<file path="src/rtl/dma_pcie_mdma_byp_in_gen.sv">
// dma_pcie_mdma_byp_in_gen: packs user copy requests into 256-bit MDMA bypass-in
// descriptors, stamps each with a wrapping ring consumer index, and buffers them
// in a first-word-fall-through FIFO in front of the DMA bypass port.
// Ports:
//   clk, rst                      clock, asynchronous active-high reset
//   cfg_en                        allow new requests (buffered entries drain regardless)
//   cfg_ring_size                 ring entries for cidx wrap, 0 = 65536
//   cidx_clr                      pulse: return the cidx counter to 0
//   req_vld/req_rdy               request handshake
//   req_src_addr/dst_addr/len/qid request fields
//   byp_dsc/byp_cidx              FIFO head descriptor and its consumer index
//   byp_vld/byp_rdy               bypass-in handshake
//   fifo_cnt                      FIFO occupancy
//   dsc_sent_cnt                  descriptors accepted by the DMA
module dma_pcie_mdma_byp_in_gen #(
   parameter int DEPTH = 4,
   parameter int CNT_W = 32
) (
   input  logic                     clk,
   input  logic                     rst,
   input  logic                     cfg_en,
   input  logic [15:0]              cfg_ring_size,
   input  logic                     cidx_clr,
   input  logic                     req_vld,
   output logic                     req_rdy,
   input  logic [63:0]              req_src_addr,
   input  logic [63:0]              req_dst_addr,
   input  logic [27:0]              req_len,
   input  logic [10:0]              req_qid,
   output logic [255:0]             byp_dsc,
   output logic [15:0]              byp_cidx,
   output logic                     byp_vld,
   input  logic                     byp_rdy,
   output logic [$clog2(DEPTH):0]   fifo_cnt,
   output logic [CNT_W-1:0]         dsc_sent_cnt
);
   localparam int AW = $clog2(DEPTH);
   localparam int CW = AW + 1;
   logic [166:0]  dsc_mem  [DEPTH];
   logic [15:0]   cidx_mem [DEPTH];
   logic [AW-1:0] wr_ptr, rd_ptr;
   logic [15:0]   cidx_q, cidx_cur, cidx_inc;
   logic          enq, deq;
   assign req_rdy = !rst && cfg_en && (fifo_cnt != CW'(DEPTH));
   assign byp_vld = fifo_cnt != '0;
   assign enq     = req_vld && req_rdy;
   assign deq     = byp_vld && byp_rdy;
   // Clear wins over the stored value; an enqueue in the same cycle takes 0.
   assign cidx_cur = cidx_clr ? '0 : cidx_q;
   // ring_size 0 makes the compare value 0xFFFF, giving the natural 16-bit wrap;
   // a counter already past a shrunk ring keeps counting until 0xFFFF.
   assign cidx_inc = (cidx_cur == cfg_ring_size - 16'd1) ? '0 : cidx_cur + 16'd1;
   // Storage is not reset, so mask the head while empty to keep outputs at 0.
   assign byp_dsc  = byp_vld ? {89'b0, dsc_mem[rd_ptr]} : '0;
   assign byp_cidx = byp_vld ? cidx_mem[rd_ptr] : '0;
   always_ff @(posedge clk or posedge rst) begin
      if (rst) begin
         wr_ptr       <= '0;
         rd_ptr       <= '0;
         fifo_cnt     <= '0;
         cidx_q       <= '0;
         dsc_sent_cnt <= '0;
      end else begin
         wr_ptr       <= enq ? wr_ptr + AW'(1) : wr_ptr;
         rd_ptr       <= deq ? rd_ptr + AW'(1) : rd_ptr;
         fifo_cnt     <= fifo_cnt + CW'(enq) - CW'(deq);
         cidx_q       <= enq ? cidx_inc : cidx_cur;
         dsc_sent_cnt <= deq ? dsc_sent_cnt + CNT_W'(1) : dsc_sent_cnt;
      end
   end
   always_ff @(posedge clk) begin
      if (enq) begin
         dsc_mem[wr_ptr]  <= {req_qid, req_len, req_dst_addr, req_src_addr};
         cidx_mem[wr_ptr] <= cidx_cur;
      end
   end
endmodule

</file>
<file path="config.mk">
export PLATFORM = sky130hd
export DESIGN_NAME = dma_pcie_mdma_byp_in_gen
export DESIGN_NICKNAME = d
export VERILOG_FILES = /design/src/rtl/dma_pcie_mdma_byp_in_gen.sv
export SDC_FILE = /design/constraint.sdc
export NUM_CORES = 1
export LEC_CHECK = 0
export BUFFER_PORTS_ARGS = -buffer_cell sky130_fd_sc_hd__buf_2
export CAP_MARGIN = 5
export CELL_PAD_IN_SITES_DETAIL_PLACEMENT = 1
export CELL_PAD_IN_SITES_GLOBAL_PLACEMENT = 1
export CORE_UTILIZATION = 48
export CTS_CLUSTER_DIAMETER = 60
export DETAILED_ROUTE_END_ITERATION = 7
export PLACE_DENSITY_LB_ADDON = 0.12
export SYNTH_ARGS = -nofsm -noshare
export SYNTH_HDL_FRONTEND = slang
export SYNTH_SLANG_ARGS = --single-unit
</file>
<file path="constraint.sdc">
create_clock -name clk -period 6.6 [get_ports clk]
set_clock_uncertainty 0.05 [all_clocks]
set_input_delay 1.98 -clock clk [delete_from_list [all_inputs] [get_ports clk]]
set_output_delay 1.98 -clock clk [all_outputs]
set_load 0.05 [all_outputs]
</file>
; After elaboration in Yosys (flattened, before gate mapping)
; Memories as Yosys holds them, arrays and structs flattened.
; Index checks and enable logic that the tools add are counted.
[classes]
n_addsub = 7
eq_ne = 2
mux = 7
reduce_logical = 6
[op_table]
columns = cell, n
row1 = 2-to-1 mux 167 bit, 1
row2 = 2-to-1 mux 16 bit, 4
row3 = "adder 32 x 1 -> 32 bit, second input constant", 1
row4 = "adder 16 x 1 -> 16 bit, second input constant", 1
row5 = == test 16 bit, 1
row6 = "subtractor 16 x 1 -> 16 bit, second input constant", 1
row7 = "adder 2 x 1 -> 2 bit, second input constant", 2
row8 = logical AND 1 bit, 4
row9 = adder 3 x 1 -> 3 bit, 1
row10 = "inequality test 3 bit, second input constant", 1
row11 = nonzero test 3 bit, 1
row12 = subtractor 3 x 1 -> 3 bit, 1
row13 = 2-to-1 mux 1 bit, 2
row14 = logical NOT 1 bit, 1
[word_totals]
register_bits = 55
ram_bits = 732
input_bits = 189
output_inout_bits = 309
wordCells = 29
mem_count = 2
[memory_table]
columns = name, words, word_bits, rd, rd_clocked_by_memory_dff, wr, line
row1 = dsc_mem, 4, 167, 1, 0, 1, 39  ; logic [166:0] dsc_mem [DEPTH];
row2 = cidx_mem, 4, 16, 1, 0, 1, 40  ; logic [15:0] cidx_mem [DEPTH];

; Logic depth before layout (Yosys ltp)
; Gate-level depths: netlist of the first run.
[logic_depth]
word_depth = 6
mapped_depth = 11
ltp_nobuf = 10

; Worst setup path after synthesis of the first run
; OpenSTA, ideal clock, no wires.
[synth_path]
kind = input port to flip-flop
from = input port cfg_en
to = memory cidx_mem[0][0], enable pin
setup_ps = 565
arrival_time_ps = 6889
slack_ps = -904
stages = 5
path_buffers = 2
cell_sequence = nor2b_1 and3_1 clkbuf_1 clkbuf_1 and2_1
[synth_via]
elab_chain_len = 5
[synth_lines]
columns = item, line
row1 = from (decl), 21  ; input logic cfg_en,
row2 = logical AND 1 bit (2 in series), 44  ; assign req_rdy = !rst && cfg_en && (fifo_cnt != CW'(DEPTH));
row3 = logical AND 1 bit, 46  ; assign enq = req_vld && req_rdy;
row4 = 2-to-1 mux 1 bit, 72  ; if (enq) begin
row5 = 2-to-1 mux 1 bit (implied by the code), 74  ; cidx_mem[wr_ptr] <= cidx_cur;
row6 = to (decl), 40
; Every way passes these cells.

; Worst setup path in the final report of the first run
[layout_path]
from = register rd_ptr[0]
to = output port byp_dsc[12]
[layout_via]
elab_chain_len = 2
[layout_lines]
columns = item, line
row1 = from (decl), 41  ; logic [AW-1:0] wr_ptr, rd_ptr;
row2 = from (signal assigned), 65  ; rd_ptr <= deq ? rd_ptr + AW'(1) : rd_ptr;
row3 = memory (4 x 167 bit), --
row4 = 2-to-1 mux 167 bit, 54  ; assign byp_dsc = byp_vld ? {89'b0, dsc_mem[rd_ptr]} : '0;
row5 = to (decl), 30  ; output logic [255:0] byp_dsc,
; Every way passes these cells.

==> run summary, run 1 <==
status -> completed
Crit path required time -> 4.57 ns
Reg2Reg Setup Slack -> 3.44 ns
vias in the first global route -> 17200
Hold Buf Count CTS -> 0
Iter 0 DRT Violations -> 843
H-Tree Depth -> 3
r2r startpoint -> fifo_cnt[2]
Post-Route WL -> 70800 um
Layout Cells excl Fill -> 2975
Fillers -> 5902
largest net degree at the start of global routing -> 107
Initial Util -> 48.8%
Die Span X -> 258 um
Syn-to-layout area delta -> 17.4%
GRT Total Usage -> 21.5%
post-layout instance area -> 37100 um^2
Post-CTS Setup Bufs -> 0
Reg clk slew, reported paths -> 0.06 ns
antenna violations before repair -> 22
Async SR Flop Fraction -> 6.99%
core area -> 64700 um^2
Yosys cell types -> 63
Critical Path Source Type -> flip-flop
Power Dens Cells -> 470 nW/um^2
DR pass1 iterations -> 5
multi-input logic area -> 7540 um^2
total grt overflow -> 0
Fin Setup TNS -> 0 ns
Cell Area, Placed -> 34400 um^2
Final ANT Viol Nets -> 0
fin crit share -> 76.8%
DRC -> 0
Hold Path End -> dsc_sent_cnt[21]
Clk Latency, worst-skew pair -> 0.63 ns
number of flops mapped to enable cells by yosys -> 732
Register Area -> 23400 um^2
die area -> 66800 um^2
number of gates resized after cts -> 0
Worst Reg-to-Reg Cells -> 8
Ports -> 498
maximum capacitance violations -> 0
worst hold margin -> 0.440 ns
RD Place Congestion -> 0.789
Crit. End Element -> output port
worst hold path class -> reg -> reg
layout cells sized above 1 -> 35.5%
via count -> 15900
CTS sink cnt -> 787
top cells by area, synth -> edfxtp_1 70%, mux4_2 13%, dfrtp_1 4.4%
post-synth top area cell -> edfxtp_1
Hold Path Cell Cnt -> 1
die height -> 258 um
Final Hold Vio Count -> 0
Warnings, synthesis -> 0
CTS tree -> done
worst-margin pin slew -> 1.02 ns
Setup Viol. Count Final -> 0
RSZ-0062 raised after global routing -> false
drt via density -> 5.33
R2R Path End -> cidx_q[15]
Avg WL per Cell -> 23.8 um
Main synth FF type -> edfxtp_1
synthesized area per cell -> 19.7 um^2
register bit total from synthesis -> 787
crit-path max FO -> 72
hold path startpoint -> dsc_sent_cnt[21]
register area share after synthesis -> 74.0%
CTS root buffer -> clkbuf_16
Leakage -> 13.1 nW
first-pass GRT wire length -> 107000 um
Total Nets Final -> 2246
CTS buffer count -> 82
Cell Area, Synth -> 31600 um^2
f_max -> 197 MHz
Final Max Tran Viols -> 0
Max-slew headroom -> 31.9%
commonest cells in the netlist -> 732 x edfxtp_1, 188 x and2_1, 183 x mux4_2, 91 x buf_4, 55 x dfrtp_1
cells after synthesis -> 1606
power consumption -> 17.4 mW
CP arrival -> 3.04 ns
Longest Clk Path Bufs -> 3
placed cells -> 2818
row cnt -> 93
Buffers on Ports -> 408
top-area cell type share of the netlist area -> 69.6%
HPWL after DPL -> 43600 um
critical path type -> reg -> out
Max VDD drop -> 0.472 mV
top-count cell post-synth -> edfxtp_1
min Tclk post-route -> 5.07 ns
## worst max-delay path, stage by stage (launching register included)
cell,delay [ns]
dfrtp_4,0.81
buf_12,0.49
mux4_2,0.58
and2_1,0.20
buf_2,0.22
## report_power, final
group / internal, mW / leakage [nW] / switching (mW)
Clock: 2.67 / 1.30 / 1.86
Sequential: 5.76 / 7.33 / 0.215
Combinational: 2.08 / 4.49 / 4.83
Total: 10.5 / 13.1 / 6.91
## metrics by stage
stage	worst slack (ns)	utilization (%)
2_1_floorplan	1.14	-
3_3_place_gp	1.48	53.2
3_5_place_dp	1.38	53.2
4_1_cts	1.39	57.3
5_1_grt	1.29	57.3
6_report	1.53	57.3
## worst max path at each step
stage,start,to,slack (ns)
2_1_floorplan,cfg_en,cidx_mem[0][0],1.14
5_1_grt,rd_ptr[0],byp_dsc[96],1.29
4_1_cts,rd_ptr[0],byp_dsc[90],1.39
3_3_place_gp,cfg_ring_size[0],cidx_q[10],1.48
3_5_place_dp,cfg_ring_size[0],cidx_q[12],1.38
6_report,rd_ptr[0],byp_dsc[12],1.53
## cell families (layout without fill, tap and decap cells)
kind of cell	count (synthesis)	count (layout)	synth area share, %
DFF	787	787	74.0
buffers and inverters	179	598	3.21
xor gates and xnor gates	66	66	1.92
other	1	96	0.0119
muxes	184	184	13.1
AOI/OAI and AO/OA	38	38	0.931
adders and majority gates	10	10	0.420
and+or+nand+nor	341	341	6.43
## registers in the layout, summed over array words and instances (netlist names)
signal / flops
wr_ptr: 2
cidx_mem: 64
dsc_sent_cnt: 32
dsc_mem: 668
cidx_q: 16
fifo_cnt: 3
rd_ptr: 2
## cells in the final DEF (no fill, tap or decap), drive strengths merged, types with 2 or more instances in the layout
cell type,instances
inv,20
nand3,24
and3,6
dfrtp,55
nand4,11
bufinv,7
edfxtp,732
clkbuf,108
xor2,22
nor3,12
or4,2
nand2b,4
o211ai,3
conb,89
nor2b,15
nor2,33
and2,188
a21oi,5
ha,9
or4b,2
o2111ai,2
o21ai,7
xnor2,42
and4,5
buf,432
a31oi,4
or3,3
o21bai,2
nor4bb,2
nand2,23
clkinv,30
diode,7
nor4,4
mux4,183
or2,3
## area by class of cell
class | instances | area share (%)
Inverter | 16 | 0.169
Timing Repair Buffer | 432 | 6.40
Clock inverter | 42 | 1.13
Sequential cell | 787 | 63.0
Multi-Input combinational cell | 728 | 20.3
Clock buffer | 108 | 6.02
Tap cell | 855 | 2.89
Antenna cell | 7 | 0.0472
## metal layers
layer / share of wire (%) / GRT usage [%] / vias up / wire [um]
met1: 39 / 26.7 / 8256 / 27900
li1: - / - / 7025 / -
met5: 0.23 / 0 / - / 161
met4: 2.8 / 6.69 / 26 / 1980
met2: 51 / 36.6 / 393 / 36400
met3: 6.1 / 5.92 / 151 / 4340
No activity file was read; power rests on OpenSTA's default activity.
==> run 2, diff against run 1 <==
--- a/config.mk
+++ b/config.mk
@@ -9,7 +9,7 @@
 export CAP_MARGIN = 5
 export CELL_PAD_IN_SITES_DETAIL_PLACEMENT = 1
 export CELL_PAD_IN_SITES_GLOBAL_PLACEMENT = 1
-export CORE_UTILIZATION = 48
+export CORE_UTILIZATION = 44
 export CTS_CLUSTER_DIAMETER = 60
 export DETAILED_ROUTE_END_ITERATION = 7
 export PLACE_DENSITY_LB_ADDON = 0.12
==> constraint.sdc (replaced) <==
create_clock -name clk -period 4.3 [get_ports clk]
set_clock_uncertainty 0.05 [all_clocks]
set_input_delay 1.29 -clock clk [delete_from_list [all_inputs] [get_ports clk]]
set_output_delay 1.29 -clock clk [all_outputs]
set_load 0.05 [all_outputs]
==> run 2 against run 1 <==
  * Final area is 1.1% higher
  * Via count is 0.58% higher
  * Non-clock buffer count is 26 higher
  * Critical path depth is 1 higher
  * Routed wire length is 1.8% higher
  * Cell count is 3.9% higher
  * Core utilization is 4.1 points lower
==> run summary, run 2 (synthesized netlist as in run 1, its figures left out) <==
crit-path max FO -> 24
Syn-to-layout area delta -> 18.8%
Initial Util -> 44.8%
Largest regs -> dsc_mem: 668 flops, cidx_mem: 64 flops, dsc_sent_cnt: 32 flops
most frequent cells in the layout -> 732 x edfxtp_1, 408 x buf_2, 184 x and2_1
f_max -> 246 MHz
fin crit share -> 94.7%
Reg clk slew, reported paths -> 0.06 ns
largest net degree at the start of global routing -> 111
CP arrival -> 2.73 ns
Ports -> 498
Post-CTS Setup Bufs -> 0
Hold Buf Count CTS -> 0
critical path type -> reg -> out
Iter 0 DRT Violations -> 880
CP peak stage delay -> 0.54 ns
Slowest-stage cell, CP -> dfrtp_4
Largest register FFs -> 668
Longest Clk Path Bufs -> 3
DR pass1 iterations -> 4
drt via density -> 5.16
via count -> 15900
CTS sink cnt -> 787
Cell Area, Placed -> 34800 um^2
status -> completed
Crit. End Element -> output port
Max VDD drop -> 0.452 mV
CP delay by family, top -> buffers and inverters
Leakage -> 13.3 nW
total grt overflow -> 0
DRC -> 0
Die Span X -> 270 um
CTS tree -> done
Post-Route WL -> 72100 um
CTS root buffer -> clkbuf_16
Avg WL per Cell -> 23.3 um
Reg with most FFs -> dsc_mem
Power Dens Cells -> 718 nW/um^2
RSZ-0062 raised after global routing -> false
Final ANT Viol Nets -> 0
power consumption -> 26.9 mW
maximum capacitance violations -> 0
die height -> 270 um
vias in the first global route -> 17500
Max-slew headroom -> 48.8%
Critical Path Source Type -> flip-flop
Reg2Reg Setup Slack -> 1.62 ns
layout cells sized above 1 -> 36.4%
Final Max Tran Viols -> 0
core area -> 70500 um^2
Setup Viol. Count Final -> 0
number of gates resized after cts -> 0
GRT Total Usage -> 19.8%
worst-margin pin slew -> 0.769 ns
crit-path cells -> buf_12, buf_4, mux4_2, and2_1, buf_2
WP buf/inv -> 3
HPWL after DPL -> 46300 um
Buffers on Ports -> 408
antenna violations before repair -> 25
H-Tree Depth -> 3
min Tclk post-route -> 4.07 ns
Clk Latency, worst-skew pair -> 0.62 ns
worst hold margin -> 0.420 ns
CTS buffer count -> 85
leading cell type in the layout, fill and taps excluded -> edfxtp_1
die area -> 72800 um^2
RD Place Congestion -> 0.769
Total Nets Final -> 2275
Crit path required time -> 2.96 ns
Final Hold Vio Count -> 0
post-layout instance area -> 37500 um^2
Fillers -> 6538
worst hold path class -> reg -> reg
first-pass GRT wire length -> 108000 um
row cnt -> 97
-- run 2: worst paths after layout --
check | depth (start not counted) | to | start
worst min-delay path | 1 | dsc_sent_cnt[31] | dsc_sent_cnt[31]
worst max register to register | 10 | fifo_cnt[2] | fifo_cnt[1]
min in group asynchronous | 2 | cidx_q[1] | rst
worst max-delay path | 5 | byp_dsc[56] | rd_ptr[0]
worst min register to register | 1 | dsc_sent_cnt[31] | dsc_sent_cnt[31]
max in group asynchronous | 3 | dsc_sent_cnt[28] | rst
-- run 2: per-stage QoR --
step / instances / setup slack, ns / util, % / setup TNS [ns]
final: 3092 / 0.227 / 53.2 / 0
after global routing: 3091 / 0.0695 / 53.2 / 0
after CTS: 3082 / 0.127 / 53.1 / 0
after detailed placement: 2929 / 0.250 / 49.3 / 0
after global placement: 2929 / 0.388 / 49.3 / 0
after floorplan: 1694 / -0.474 / - / -347.25
-- run 2: final cells by class --
type | instances | area, um^2 | share of cell area, %
Clock inverter | 38 | 364 | 0.971
Antenna cell | 10 | 25.0 | 0.0667
Sequential cell | 787 | 23400 | 62.3
Inverter | 16 | 62.6 | 0.167
Tap cell | 940 | 1180 | 3.14
Timing Repair Buffer | 458 | 2640 | 7.05
Multi-Input combinational cell | 728 | 7540 | 20.1
Clock buffer | 115 | 2320 | 6.19
-- run 2: report_power, final --
| part | leakage [nW] | internal [mW] | switching, mW |
|---|---|---|---|
| clock network | 1.30 | 4.05 | 2.94 |
| logic | 4.65 | 3.32 | 7.55 |
| registers | 7.33 | 8.84 | 0.224 |
-- run 2: routing by layer --
layer / GRT usage, % / up-vias / part of all wire, %
met5: 0 / - / 0.22
met4: 6.89 / 24 / 2.1
met3: 5.23 / 111 / 6.0
met2: 33.6 / 384 / 51
met1: 24.4 / 8328 / 40
li1: - / 7096 / -
